## src/rtl/fft_input_framer_if.sv

```systemverilog
// Stream bundle for the FFT input framer.
//   s_data/s_valid/s_sof/s_ready : serial sample stream into the framer
//   m_data/m_valid/m_ready       : parallel frame stream out of the framer
// Modports:
//   slave  : the framer (consumes samples, produces frames)
//   master : the environment (sample source and frame sink)
interface fft_input_framer_if #(
    parameter int DATA_W = 8,
    parameter int N      = 8
);
    logic [DATA_W-1:0]   s_data;
    logic                s_valid;
    logic                s_sof;
    logic                s_ready;
    logic [N*DATA_W-1:0] m_data;
    logic                m_valid;
    logic                m_ready;

    modport slave (
        input  s_data, s_valid, s_sof, m_ready,
        output s_ready, m_data, m_valid
    );

    modport master (
        output s_data, s_valid, s_sof, m_ready,
        input  s_ready, m_data, m_valid
    );
endinterface

```

## src/rtl/fft_input_framer.sv

```systemverilog
// Serial-to-parallel input framer with ping-pong frame buffers.
// Packs every N accepted samples into one parallel frame (sample k at
// bits [k*DATA_W +: DATA_W]). One bank fills while the other waits for
// the downstream decimation stage.
// Ports:
//   clk      : rising-edge clock
//   rst_n    : synchronous active-low reset
//   bus      : sample/frame streams (slave modport)
//   sof_err  : one-cycle pulse after an s_sof that arrived mid-frame
//   drop_cnt : number of discarded partial frames, saturating at 255
module fft_input_framer #(
    parameter int DATA_W = 8,
    parameter int N      = 8
) (
    input  logic                clk,
    input  logic                rst_n,
    fft_input_framer_if.slave   bus,
    output logic                sof_err,
    output logic [7:0]          drop_cnt
);
    localparam int CNT_W = $clog2(N);

    logic [N*DATA_W-1:0] bank [2];
    logic [1:0]          full;
    logic [1:0]          full_nxt;
    logic                wr_bank;
    logic                rd_bank;
    logic [CNT_W-1:0]    wr_cnt;

    logic                accept;
    logic                resync;
    logic                wr_done;
    logic                rd_fire;
    logic [CNT_W-1:0]    wr_idx;

    // s_ready depends only on registers and rst_n, never on s_valid.
    assign bus.s_ready = rst_n & ~full[wr_bank];
    assign accept      = bus.s_valid & bus.s_ready;

    // A start-of-frame mid-frame restarts the frame at index 0; the
    // stale entries of the partial frame are simply overwritten later.
    assign resync  = accept & bus.s_sof & (wr_cnt != '0);
    assign wr_idx  = resync ? '0 : wr_cnt;
    assign wr_done = accept & (wr_idx == CNT_W'(N - 1));

    assign bus.m_valid = full[rd_bank];
    assign bus.m_data  = bank[rd_bank];
    assign rd_fire     = full[rd_bank] & bus.m_ready;

    // Fill and drain can never target the same bank in one cycle: a bank
    // being filled is empty, a bank being read is full.
    always_comb begin
        full_nxt = full;
        if (rd_fire) begin
            full_nxt[rd_bank] = 1'b0;
        end
        if (wr_done) begin
            full_nxt[wr_bank] = 1'b1;
        end
    end

    always_ff @(posedge clk) begin
        if (!rst_n) begin
            bank[0]  <= '0;
            bank[1]  <= '0;
            full     <= '0;
            wr_bank  <= 1'b0;
            rd_bank  <= 1'b0;
            wr_cnt   <= '0;
            sof_err  <= 1'b0;
            drop_cnt <= '0;
        end else begin
            if (accept) begin
                bank[wr_bank][int'(wr_idx) * DATA_W +: DATA_W] <= bus.s_data;
                if (wr_done) begin
                    wr_cnt  <= '0;
                    wr_bank <= ~wr_bank;
                end else begin
                    wr_cnt  <= wr_idx + 1'b1;
                end
            end
            if (rd_fire) begin
                rd_bank <= ~rd_bank;
            end
            full    <= full_nxt;
            sof_err <= resync;
            if (resync && (drop_cnt != 8'hFF)) begin
                drop_cnt <= drop_cnt + 8'd1;
            end
        end
    end
endmodule

```

## src/flat_wrapper.sv

```systemverilog
// flat-port wrapper written by rule: the top's interface ports become plain ports
module fft_input_framer_flat 
#(
    parameter int DATA_W = 8,
    parameter int N      = 8
)
  (clk, rst_n, sof_err, drop_cnt, bus_s_data, bus_s_valid, bus_s_sof, bus_m_ready, bus_s_ready, bus_m_data, bus_m_valid);
  fft_input_framer_if #(.DATA_W(DATA_W), .N(N)) bus_i ();
  input  logic clk;
  input  logic rst_n;
  output logic sof_err;
  output logic [7:0] drop_cnt;
  input wire logic [$bits(bus_i.s_data)-1:0] bus_s_data;
  input wire logic [$bits(bus_i.s_valid)-1:0] bus_s_valid;
  input wire logic [$bits(bus_i.s_sof)-1:0] bus_s_sof;
  input wire logic [$bits(bus_i.m_ready)-1:0] bus_m_ready;
  output wire logic [$bits(bus_i.s_ready)-1:0] bus_s_ready;
  output wire logic [$bits(bus_i.m_data)-1:0] bus_m_data;
  output wire logic [$bits(bus_i.m_valid)-1:0] bus_m_valid;
  assign bus_i.s_data = bus_s_data;
  assign bus_i.s_valid = bus_s_valid;
  assign bus_i.s_sof = bus_s_sof;
  assign bus_i.m_ready = bus_m_ready;
  assign bus_s_ready = bus_i.s_ready;
  assign bus_m_data = bus_i.m_data;
  assign bus_m_valid = bus_i.m_valid;
  fft_input_framer #(.DATA_W(DATA_W), .N(N)) u_core (.clk(clk), .rst_n(rst_n), .bus(bus_i), .sof_err(sof_err), .drop_cnt(drop_cnt));
endmodule
```

## config.mk

```make
export PLATFORM = sky130hd
export DESIGN_NAME = fft_input_framer_flat
export DESIGN_NICKNAME = d
export VERILOG_FILES = /design/src/rtl/fft_input_framer_if.sv /design/src/rtl/fft_input_framer.sv /design/src/flat_wrapper.sv
export SDC_FILE = /design/constraint.sdc
export NUM_CORES = 1
export LEC_CHECK = 0
export ABC_AREA = 1
export CAP_MARGIN = 25
export CORE_MARGIN = 3
export CORE_UTILIZATION = 55
export DETAILED_ROUTE_END_ITERATION = 8
export GPL_TIMING_DRIVEN = 0
export HOLD_SLACK_MARGIN = 0.08
export PLACE_DENSITY = 0.85
export RECOVER_POWER = 25
export SYNTH_ARGS = -nofsm -noshare
export SYNTH_HDL_FRONTEND = slang
export SYNTH_SLANG_ARGS = --single-unit
```

## constraint.sdc

```tcl
create_clock -name clk -period 3.7 [get_ports clk]
set_input_delay 0.555 -clock clk [delete_from_list [all_inputs] [get_ports clk]]
set_output_delay 0.555 -clock clk [all_outputs]
set_load 0.05 [all_outputs]
```

==> insert_results.sql <==
INSERT INTO impl_metrics (metric_group, metric, value, unit) VALUES
('placed_design', 'gp_routability_congestion', '0.914', ''),
('timing', 'clock_skew', '0.0112', 'ns'),
('job', 'drv_cap', '0', ''),
('power', 'pwr-share-seq', '0.471', ''),
('critical_path', 'cp_max_stage_cell', 'sky130_fd_sc_hd__clkdlybuf4s50_1', ''),
('floorplan', 'die_area', '0.0136', 'sq mm'),
('finish', 'antenna-diode-count', '0', ''),
('yosys', 'yosys.area_share.xor_xnor', '0.00520', ''),
('drt', 'routed_wirelength', '16000', 'um'),
('yosys', 'yosys_register_bits', '145', ''),
('clock_network', 'tritoncts_clock_tree', 'yes', ''),
('yosys', 'synthMuxAreaShare', '0.107', ''),
('timing', 'rsz0062_at_grt', 'yes', ''),
('clock_network', 'clock_tree.htree_level_count', '4', ''),
('timing', 'worst_pin_slew', '0.883', 'ns'),
('timing', 'final_period_minus_worst_setup_slack', '3.62', 'ns'),
('yosys', 'post_synthesis_compound_gate_area_fraction', '0.0141', ''),
('critical_path', 'signal_arrival_time_at_the_worst_endpoint', '3.70', 'ns'),
('clock_network', 'cts.sink_count', '145', ''),
('placed_design', 'dpl-instance-area', '0.00778', 'sq mm'),
('power', 'ir_drop', '0.341', 'mV'),
('power', 'power.leakage', '2.99', 'nW'),
('power', 'comb_power_share', '0.092', ''),
('global_routing', 'grt_max_degree', '17', ''),
('timing', 'max_slew_margin', '0.411', ''),
('critical_path', 'max_stage_delay', '0.51', 'ns'),
('yosys', 'synth_seq_area_share', '0.621', ''),
('status', 'run_status', 'finished, final reports clean', ''),
('timing', 'setup_viol_count_final', '0', ''),
('yosys', 'ys_warn_count', '0', ''),
('yosys', 'yosys.area.top_type_share', '0.571', ''),
('finish', 'area_growth_syn_to_layout', '24.8', '%'),
('power', 'p_int', '2.99', 'mW'),
('drt', 'first_iter_violations', '464', ''),
('global_routing', 'via_count_of_the_first_global_routing_pass', '5103', ''),
('timing', 'final-max-slew-violation-count', '0', ''),
('power', 'power.switching', '0.927', 'mW'),
('finish', 'layout-drive-gt1-share', '0.174', ''),
('timing', 'finalHoldViolCount', '0', ''),
('drt', 'route.detailed.drc', '0', ''),
('placed_design', 'port-buffer-count', '87', ''),
('global_routing', 'grt_use_total', '0.249', ''),
('clock_network', 'clkSlewWorstSetupHoldPaths', '0.06', 'ns'),
('min_path', 'timing.hold.worst.class', 'reg -> reg', ''),
('power', 'p_per_area', '466', 'mW/mm^2'),
('yosys', 'synth_fp_nets', '636', ''),
('yosys', 'synth_enable_flop_cells', '128', ''),
('yosys', 'synth.area.top_cells', 'sky130_fd_sc_hd__edfxtp_1, sky130_fd_sc_hd__mux2_2, sky130_fd_sc_hd__nor2_1', ''),
('power', 'p_sw_frac', '0.237', ''),
('yosys', 'post_synth_inst_count', '618', ''),
('placed_design', 'dp_hpwl', '11500', 'um'),
('global_routing', 'antenna_violations_before_repair', '0', ''),
('drt', 'via_per_inst', '5.71', ''),
('clock_network', 'cts_made_buffers', '17', ''),
('finish', 'layout.cell_area.non_filler', '0.00841', 'sq mm'),
('power', 'power.share.clock', '0.437', ''),
('drt', 'first_pass_iteration_count_of_the_detailed_router', '6', ''),
('yosys', 'post-synth-top-count-cell', 'sky130_fd_sc_hd__nor2_1', ''),
('global_routing', 'overflow', '0', ''),
('yosys', 'postSynthAreaPerCell', '10.9', 'sq um'),
('critical_path', 'crit_type', 'in -> reg', ''),
('yosys', 'largest_family_of_logic_cells_by_synthesized_area', 'simple AND/OR/NAND/NOR gates', ''),
('timing', 'clock.fmax', '0.276', 'GHz'),
('yosys', 'syn-cell-area', '0.00674', 'sq mm'),
('power', 'finalPower', '3.92', 'mW'),
('yosys', 'adder_cell_area_share_of_the_yosys_netlist', '0.00929', ''),
('floorplan', 'core', '0.0117', 'sq mm'),
('drt', 'num_vias', '5021', ''),
('yosys', 'synth_unique_cells', '27', ''),
('timing', 'timing.final.crit_share', '0.979', ''),
('drt', 'antenna_violating_nets_post_route', '0', '');
[final timing paths]
path                                       start                  to  slack (ns)  cells after the start
worst min-delay path            u_core.wr_cnt[2]    u_core.wr_cnt[2]        0.48                      2
worst max register to register  u_core.wr_cnt[0]  u_core.bank[0][46]        0.15                     14
worst max-delay path                       rst_n  u_core.bank[0][46]        0.08                     14
worst min register to register  u_core.wr_cnt[2]    u_core.wr_cnt[2]        0.48                      2
[power by group through the flow]
stage / registers, mW / clock network (mW) / logic (mW)
6_report: 1.84 / 1.71 / 0.359
5_1_grt: 1.85 / 1.80 / 0.380
4_1_cts: 1.85 / 1.72 / 0.356
3_5_place_dp: 1.88 / 0 / 0.354
3_3_place_gp: 1.87 / 0 / 0.347
2_1_floorplan: 1.87 / 0 / 0.236
[per-stage QoR]
| step | util | hold WS (ns) | std cells | setup slack (ns) |
|---|---|---|---|---|
| floorplan | - | 0.445 | 618 | 0.233 |
| global placement | 0.665 | 0.458 | 848 | -0.374 |
| detailed placement | 0.665 | 0.458 | 848 | -0.423 |
| CTS | 0.715 | 0.474 | 880 | 0.0156 |
| global route | 0.718 | 0.508 | 880 | -0.113 |
| finish | 0.718 | 0.477 | 880 | 0.0774 |
[worst max-delay path, delay by kind of cell]
family                     cells  cell delay (ns)
and+or+nand+nor                8             1.55
adders and majority gates      2             0.41
buffers and inverters          4             1.18
[layout make-up]
type / instances / area [sq um]
timing repair buffer: 87 / 871
clock inverter: 14 / 165
sequential: 145 / 4180
tap: 143 / 179
clock buffer: 18 / 429
buffer: 21 / 95.1
multi-input combinational: 421 / 2370
fill: 814 / 3300
inverter: 31 / 116
[what timing repair did]
action	CTS	global route
buffers inserted	0	0
gates resized for setup	0	11
setup endpoints to repair	0	81
hold buffers	0	0
[state kept, by name, summed over array words and instances (netlist names), named ones only]
signal / cells
u_core.drop_cnt: 8
u_core.wr_cnt: 3
u_core.full: 2
u_core.bank: 128
u_core.sof_err: 1
u_core.wr_bank: 1
u_core.rd_bank: 1
[layout by cell type, fill, tap and decap left out]
| cell type | n |
|---|---|
| sky130_fd_sc_hd__inv_1 | 29 |
| sky130_fd_sc_hd__a21oi_1 | 13 |
| sky130_fd_sc_hd__o21ai_0 | 6 |
| sky130_fd_sc_hd__clkinv_2 | 3 |
| sky130_fd_sc_hd__clkinv_1 | 2 |
| sky130_fd_sc_hd__nand3_1 | 11 |
| sky130_fd_sc_hd__bufinv_16 | 3 |
| sky130_fd_sc_hd__nor2_2 | 1 |
| sky130_fd_sc_hd__nand3_2 | 6 |
| sky130_fd_sc_hd__buf_6 | 1 |
| sky130_fd_sc_hd__nand4_2 | 2 |
| sky130_fd_sc_hd__inv_2 | 1 |
| sky130_fd_sc_hd__nor2_1 | 176 |
| sky130_fd_sc_hd__xnor2_1 | 2 |
| sky130_fd_sc_hd__mux2_2 | 64 |
| sky130_fd_sc_hd__nand4_4 | 1 |
| sky130_fd_sc_hd__nand4_1 | 18 |
| sky130_fd_sc_hd__nor2_4 | 4 |
| sky130_fd_sc_hd__ha_1 | 5 |
| sky130_fd_sc_hd__clkbuf_1 | 16 |
| sky130_fd_sc_hd__buf_4 | 1 |
| sky130_fd_sc_hd__nand2_1 | 95 |
| sky130_fd_sc_hd__dfxtp_1 | 17 |
| sky130_fd_sc_hd__clkdlybuf4s50_1 | 72 |
| sky130_fd_sc_hd__buf_2 | 4 |
| sky130_fd_sc_hd__clkinvlp_4 | 4 |
| sky130_fd_sc_hd__clkinv_4 | 2 |
| sky130_fd_sc_hd__xor2_1 | 2 |
| sky130_fd_sc_hd__edfxtp_1 | 128 |
| sky130_fd_sc_hd__inv_6 | 1 |
| sky130_fd_sc_hd__clkbuf_16 | 17 |
| sky130_fd_sc_hd__dlygate4sd3_1 | 15 |
| sky130_fd_sc_hd__nand2_2 | 9 |
| sky130_fd_sc_hd__nor3_1 | 2 |
| sky130_fd_sc_hd__nand2_4 | 4 |
[routing by layer]
metal,wire (um),GRT usage,vias up,part of all wire
li1,-,-,2321,-
met1,6240,0.304,2389,0.39
met2,7930,0.414,260,0.50
met3,1340,0.0710,51,0.083
met4,510,0.112,0,0.032
met5,0,0,-,0
[cells by family (layout without fill, tap and decap cells)]
| logic type | after synthesis | count (layout) |
|---|---|---|
| AOI/OAI and AO/OA | 19 | 19 |
| and+or+nand+nor | 329 | 329 |
| xor gates and xnor gates | 4 | 4 |
| adders and majority gates | 5 | 5 |
| muxes | 64 | 64 |
| DFF | 145 | 145 |
| buffers and inverters | 52 | 171 |
Note: power is estimated with default switching activity, not from simulation.
